## config.mk

```make
export PLATFORM = sky130hd
export DESIGN_NAME = i2s_transmitter
export DESIGN_NICKNAME = d
export VERILOG_FILES = /design/src/rtl/audio_pkg.sv /design/src/rtl/i2s_bclk_gen.sv /design/src/rtl/i2s_transmitter.sv
export SDC_FILE = /design/constraint.sdc
export NUM_CORES = 1
export LEC_CHECK = 0
export CAP_MARGIN = 15
export CORE_MARGIN = 4
export CORE_UTILIZATION = 55
export CTS_CLUSTER_DIAMETER = 80
export DETAILED_ROUTE_END_ITERATION = 10
export PLACE_DENSITY = 0.82
export SYNTH_ARGS = -nofsm -noshare
export SYNTH_HDL_FRONTEND = slang
export SYNTH_SLANG_ARGS = --single-unit
```

## constraint.sdc

```tcl
create_clock -name clk_in -period 2.7 [get_ports clk_in]
set_input_delay 0.405 -clock clk_in [delete_from_list [all_inputs] [get_ports clk_in]]
set_output_delay 0.405 -clock clk_in [all_outputs]
set_load 0.01 [all_outputs]
```

## src/rtl/audio_pkg.sv

```systemverilog
// audio_pkg: shared audio-path definitions.
// Holds the default PCM channel width, the stereo sample record that the
// transmitter holds and shifts, the slot-index type, and a helper for the
// last slot of a frame.
package audio_pkg;

    localparam int SAMPLE_WIDTH_DEFAULT = 16;
    localparam int SLOT_IDX_W           = $clog2(2 * SAMPLE_WIDTH_DEFAULT);

    typedef struct packed {
        logic [SAMPLE_WIDTH_DEFAULT-1:0] left;
        logic [SAMPLE_WIDTH_DEFAULT-1:0] right;
    } stereo_sample_t;

    typedef logic [SLOT_IDX_W-1:0] slot_idx_t;

    // Index of the final bclk slot of a frame carrying two w-bit words.
    function automatic int frame_last_slot(input int w);
        return (2 * w) - 1;
    endfunction

endpackage

```

## src/rtl/i2s_bclk_gen.sv

```systemverilog
// i2s_bclk_gen: divides the system clock by an even ratio to form the I2S
// bit-clock phase and reports its edges as single-cycle strobes.
//   clk_i      : system clock
//   rst_n_i    : asynchronous active-low reset (clears count and phase)
//   rise_evt_o : high in the cycle whose closing edge drives bclk 0->1
//   fall_evt_o : high in the cycle whose closing edge drives bclk 1->0
// The strobes are combinational so that registers in the parent update on the
// same clock edge at which the bclk phase flips.
module i2s_bclk_gen #(
    parameter int BCLK_DIV = 4
) (
    input  logic clk_i,
    input  logic rst_n_i,
    output logic rise_evt_o,
    output logic fall_evt_o
);

    localparam int HALF  = BCLK_DIV / 2;
    localparam int CNT_W = (HALF > 1) ? $clog2(HALF) : 1;
    localparam logic [CNT_W-1:0] CNT_LAST = CNT_W'(HALF - 1);

    logic [CNT_W-1:0] cnt_q, cnt_d;
    logic             phase_q, phase_d;
    logic             wrap_s;

    // Half-period counter and phase toggle on wrap.
    always_comb begin
        cnt_d   = cnt_q;
        phase_d = phase_q;
        wrap_s  = (cnt_q == CNT_LAST);
        if (wrap_s) begin
            cnt_d   = '0;
            phase_d = ~phase_q;
        end else begin
            cnt_d   = cnt_q + CNT_W'(1);
            phase_d = phase_q;
        end
    end

    // Counter and phase registers.
    always_ff @(posedge clk_i or negedge rst_n_i) begin
        if (!rst_n_i) begin
            cnt_q   <= '0;
            phase_q <= 1'b0;
        end else begin
            cnt_q   <= cnt_d;
            phase_q <= phase_d;
        end
    end

    assign rise_evt_o = wrap_s & ~phase_q;
    assign fall_evt_o = wrap_s &  phase_q;

endmodule

```

## src/rtl/i2s_transmitter.sv

```systemverilog
// i2s_transmitter: serializes stereo PCM words into a standard I2S stream
// (one-bit data delay after word select, MSB first) with bclk derived from
// the system clock.
//   clk_in / rst_n_in         : system clock, asynchronous active-low reset
//   sample_valid_in/ready_out : one-entry holding register handshake
//   left_in / right_in        : channel words captured on valid && ready
//   bclk_out / lrclk_out      : bit clock and word select (0 = left)
//   sdata_out                 : serial data
//   frame_start_out           : pulse on every frame load
//   underrun_out              : pulse when a frame loads with nothing held
module i2s_transmitter #(
    parameter int BCLK_DIV     = 4,
    parameter int SAMPLE_WIDTH = audio_pkg::SAMPLE_WIDTH_DEFAULT
) (
    input  logic                    clk_in,
    input  logic                    rst_n_in,
    input  logic                    sample_valid_in,
    output logic                    sample_ready_out,
    input  logic [SAMPLE_WIDTH-1:0] left_in,
    input  logic [SAMPLE_WIDTH-1:0] right_in,
    output logic                    bclk_out,
    output logic                    lrclk_out,
    output logic                    sdata_out,
    output logic                    frame_start_out,
    output logic                    underrun_out
);

    import audio_pkg::*;

    localparam int FRAME_W = 2 * SAMPLE_WIDTH;
    localparam int SLOT_W  = $clog2(FRAME_W);
    localparam logic [SLOT_W-1:0] LAST_SLOT  = SLOT_W'(frame_last_slot(SAMPLE_WIDTH));
    localparam logic [SLOT_W-1:0] RIGHT_SLOT = SLOT_W'(SAMPLE_WIDTH);

    logic               rise_evt_s, fall_evt_s;
    logic               load_now_s, accept_s;
    logic               hold_full_q, hold_full_d;
    logic [FRAME_W-1:0] hold_q, hold_d;
    logic [FRAME_W-1:0] shift_q, shift_d;
    logic [SLOT_W-1:0]  slot_q, slot_d;
    logic               bclk_q, bclk_d;
    logic               lrclk_q, lrclk_d;
    logic               sdata_q, sdata_d;
    logic               frame_start_q, frame_start_d;
    logic               underrun_q, underrun_d;

    i2s_bclk_gen #(
        .BCLK_DIV (BCLK_DIV)
    ) u_bclk_gen (
        .clk_i      (clk_in),
        .rst_n_i    (rst_n_in),
        .rise_evt_o (rise_evt_s),
        .fall_evt_o (fall_evt_s)
    );

    // Handshake: the held sample frees up on the very cycle it is loaded,
    // so a new sample can be accepted back-to-back. Ready is forced low
    // while reset is asserted so every output reads 0 in reset.
    always_comb begin
        load_now_s       = fall_evt_s && (slot_q == LAST_SLOT);
        sample_ready_out = rst_n_in && (!hold_full_q || load_now_s);
        accept_s         = sample_valid_in && sample_ready_out;
    end

    // Next-state for holding register, bclk level, slot, shifter and pulses.
    always_comb begin
        hold_full_d   = hold_full_q;
        hold_d        = hold_q;
        bclk_d        = bclk_q;
        slot_d        = slot_q;
        shift_d       = shift_q;
        lrclk_d       = lrclk_q;
        sdata_d       = sdata_q;
        frame_start_d = load_now_s;
        underrun_d    = load_now_s && !hold_full_q;

        // An accept on the load cycle refills the register after the old
        // content has gone to the shifter.
        if (accept_s) begin
            hold_full_d = 1'b1;
            hold_d      = {left_in, right_in};
        end else if (load_now_s) begin
            hold_full_d = 1'b0;
        end else begin
            hold_full_d = hold_full_q;
        end

        if (rise_evt_s) begin
            bclk_d = 1'b1;
        end else if (fall_evt_s) begin
            bclk_d = 1'b0;
        end else begin
            bclk_d = bclk_q;
        end

        // The shifter MSB always holds the bit for the slot being entered:
        // after 2W-1 shifts it is the previous right-word LSB, which gives
        // the one-bit I2S delay at slot 0 without a separate register.
        if (fall_evt_s) begin
            sdata_d = shift_q[FRAME_W-1];
            if (load_now_s) begin
                slot_d  = '0;
                shift_d = hold_full_q ? hold_q : '0;
            end else begin
                slot_d  = slot_q + SLOT_W'(1);
                shift_d = {shift_q[FRAME_W-2:0], 1'b0};
            end
            lrclk_d = (slot_d >= RIGHT_SLOT);
        end else begin
            sdata_d = sdata_q;
            slot_d  = slot_q;
            shift_d = shift_q;
            lrclk_d = lrclk_q;
        end
    end

    // State and output registers.
    always_ff @(posedge clk_in or negedge rst_n_in) begin
        if (!rst_n_in) begin
            hold_full_q   <= 1'b0;
            hold_q        <= '0;
            bclk_q        <= 1'b0;
            slot_q        <= LAST_SLOT;
            shift_q       <= '0;
            lrclk_q       <= 1'b0;
            sdata_q       <= 1'b0;
            frame_start_q <= 1'b0;
            underrun_q    <= 1'b0;
        end else begin
            hold_full_q   <= hold_full_d;
            hold_q        <= hold_d;
            bclk_q        <= bclk_d;
            slot_q        <= slot_d;
            shift_q       <= shift_d;
            lrclk_q       <= lrclk_d;
            sdata_q       <= sdata_d;
            frame_start_q <= frame_start_d;
            underrun_q    <= underrun_d;
        end
    end

    assign bclk_out        = bclk_q;
    assign lrclk_out       = lrclk_q;
    assign sdata_out       = sdata_q;
    assign frame_start_out = frame_start_q;
    assign underrun_out    = underrun_q;

endmodule

```

==> key figures <==
Clocking
  • Worst skew pair latency: 0.34 ns
  • Post-CTS Setup Repair Bufs: 0
  • Root Buffer: clkbuf_8
  • Worst-path clk slew: 0.08 ns
  • CTS tree: built
  • Htree depth: 3
  • CTS max path bufs: 2
  • Clock Sinks: 77
  • TritonCTS Buffers: 9

Global routing
  • Total GRT Usage: 18.2%
  • Initial antenna violation count: 0
  • Number of global-route vias before repair: 2285
  • Global-route wire length before repair: 10500 um
  • Largest net degree at the start of global routing: 68
  • Grt total ovfl: 0

STA
  • Fin. max-slew vios: 0
  • Final hold violations: 0
  • Final cycle utilization of the critical path: 90.8%
  • Final setup fails: 0
  • Fin crit period: 2.45 ns
  • Worst-margin pin slew: 0.708 ns
  • Fmax: 408 MHz
  • RSZ-0062 raised after global routing: no
  • Max-slew headroom: 52.8%
  • Worst Skew: 0.00882 ns
  • Setup tns final: 0 ns
  • Hold WS: 0.471 ns

Logic synthesis
  • FFs w/ async S/R, synth: 100%
  • Ys flop type: dfrtp_1
  • Post-synthesis mux area share: 12.0%
  • Register area share after synthesis: 58.8%
  • Post-Synth Adder-Cell Area: 0.761%
  • Number of synthesized flops with an enable pin: 0
  • Synth Instances: 287
  • Cell variety after synth: 25
  • Largest family of logic cells by synthesized area: compound AO/OA/AOI/OAI gates
  • #FFs+latches synth: 77
  • Post-synthesis area per instance: 11.5 um^2
  • XOR/XNOR Fraction of Synth Area: 0.266%
  • Mapped cell area: 3290 um^2
  • Synth warn: 0
  • Compound-gate portion of the synthesized area: 12.6%
  • Post-Syn Nets: 324
  • Post-Synth Simple-Gate Area: 12.1%

Setup path
  • Crit Reg-Reg Startpoint: slot_q[1]
  • CP max-delay cell: dfstp_2
  • Crit path cell chain: ha_1, and3_1, ha_2, nand3_2, nand2_1, and2_1, dlygate4sd2_1
  • Setup CP Type: flip-flop to output pin
  • CP Capture Type: output pin
  • Delay-heaviest family, CP: flip-flops
  • Crit-path max cell delay: 0.55 ns
  • Worst Setup Start Kind: flip-flop
  • Worst EP required: 2.30 ns
  • Critical path peak fanout: 4
  • CP startpoint: slot_q[1]
  • Worst reg2reg setup slack: 0.48 ns
  • Worst Path Arrival: 2.05 ns
  • CP bufs+invs: 1

Detailed routing
  • Drt initial violations: 114
  • Wire per inst: 14.6 um
  • Via count: 2216
  • Remaining DRCs: 0
  • Via density: 5.50
  • Routed Antenna Nets: 0
  • Drt pass-1 iters: 4
  • Post-Route WL: 5860 um

Floorplanning
  • Die Area: 7280 um^2
  • Starting density of the core: 58.3%
  • Boundary Pins: 41
  • Core footprint: 5640 um^2
  • Die X: 85.3 um
  • DIE HEIGHT: 85.3 um
  • FP Rows: 27

Finish
  • Most common cell after layout, fill and taps aside: dfrtp_1
  • Share of cells above drive strength 1: 20.2%
  • # diodes: 0
  • Commonest non-fill, non-tap cells in the layout: dfrtp_1, clkdlybuf4s50_1, nand2_1
  • Area Growth Syn to Fin: 20.3%
  • Design Area, Final: 3960 um^2
  • Post-Layout Cell Count: 403
  • # nets final: 363

Min path
  • Worst hold start: shift_q[29]
  • HP Class: flip-flop to flip-flop

Placed design
  • DP HPWL: 3830 um
  • Inst Count DP: 386
  • GPL Wtd Cong: 0.742
  • DP Area: 3730 um^2
  • IO Port Bufs: 40

Power and ir drop
  • Power Density: 555 nW/um^2
  • Worst vdd ir: 0.000336 V
  • Leak: 1.80 nW

Flow run
  • Maxcap violations: 0

Outcome
  • Status: complete, no violations
==> where the power goes <==
part | switching (mW) | internal (mW) | total [mW]
sequential | 0.0104 | 1.17 | 1.18
combinational | 0.0329 | 0.0571 | 0.0900
clock | 0.409 | 0.515 | 0.924
total | 0.452 | 1.74 | 2.20
==> worst paths after layout <==
path                                     to  cells past startpoint
setup / recovery           sample_ready_out                      7
hold / removal                  shift_q[29]                      2
setup reg to reg                  slot_q[0]                      6
hold reg to reg                 shift_q[29]                      2
max in group asynchronous        shift_q[2]                      3
min in group asynchronous         hold_q[6]                      2
==> cell families after synthesis <==
kind of cell,Yosys count
fa+ha+maj,2
xor+xnor,1
buf+inv,23
compound gates,70
simple gates,79
flops,77
mux,35
==> routing by layer <==
| layer | vias to the layer above | wire length [um] | part of all wire (%) | global-route usage, % |
|---|---|---|---|---|
| li1 | 1082 | - | - | - |
| met1 | 1080 | 2620 | 45 | 23.1 |
| met2 | 47 | 2910 | 50 | 29.0 |
| met3 | 7 | 234 | 4.0 | 3.79 |
| met4 | 0 | 92 | 1.6 | 9.93 |
| met5 | - | 0 | 0 | 0 |
==> sequential cells by signal, summed over array words and instances (netlist names) <==
register,count
bclk_out,1
frame_start_out,1
hold_full_q,1
hold_q,32
lrclk_out,1
sdata_out,1
shift_q,32
slot_q,5
u_bclk_gen.cnt_q,1
u_bclk_gen.phase_q,1
underrun_out,1
==> final cells by class <==
class,instances,area [um^2]
Sequential cell,77,1930
Fill cell,403,1690
Multi-Input combinational cell,187,1240
Timing Repair Buffer,49,467
Clock buffer,9,124
Clock inverter,7,90.1
Tap cell,72,90.1
Inverter,2,7.51
==> per-stage QoR <==
| step | util [%] | worst slack (ns) | power (mW) |
|---|---|---|---|
| floorplan | - | 0.678 | 1.22 |
| global placement | 66.2 | 0.365 | 1.29 |
| detailed placement | 66.2 | 0.325 | 1.30 |
| CTS | 70.1 | 0.213 | 2.22 |
| global route | 70.1 | 0.108 | 2.28 |
| finish | 70.1 | 0.247 | 2.20 |
==> synthesized netlist by cell type (3+ instances only) <==
master    instances  area [um^2]
dfrtp_1          72         1800
a31oi_1          31          194
nand2_1          38          143
mux2_2           33          372
nor2b_1          32          200
clkbuf_1         10         37.5
o21ai_0          35          175
buf_2             6         30.0
dfstp_2           5          131
buf_6             3         33.8
==> repair_timing <==
| item | 4_1_cts | 5_1_grt |
|---|---|---|
| hold endpoints to repair | 19 | 0 |
| resized for setup | 1 | 0 |
| hold buffers | 1 | 0 |
| setup endpoints to repair | 1 | 0 |
==> tightest hold or removal path, cell delays in order, from the launching register on <==
cell	delay, ns
dfrtp_1	0.34
nand2_1	0.05
o21ai_0	0.06
No activity file was read; power rests on OpenSTA's default activity.
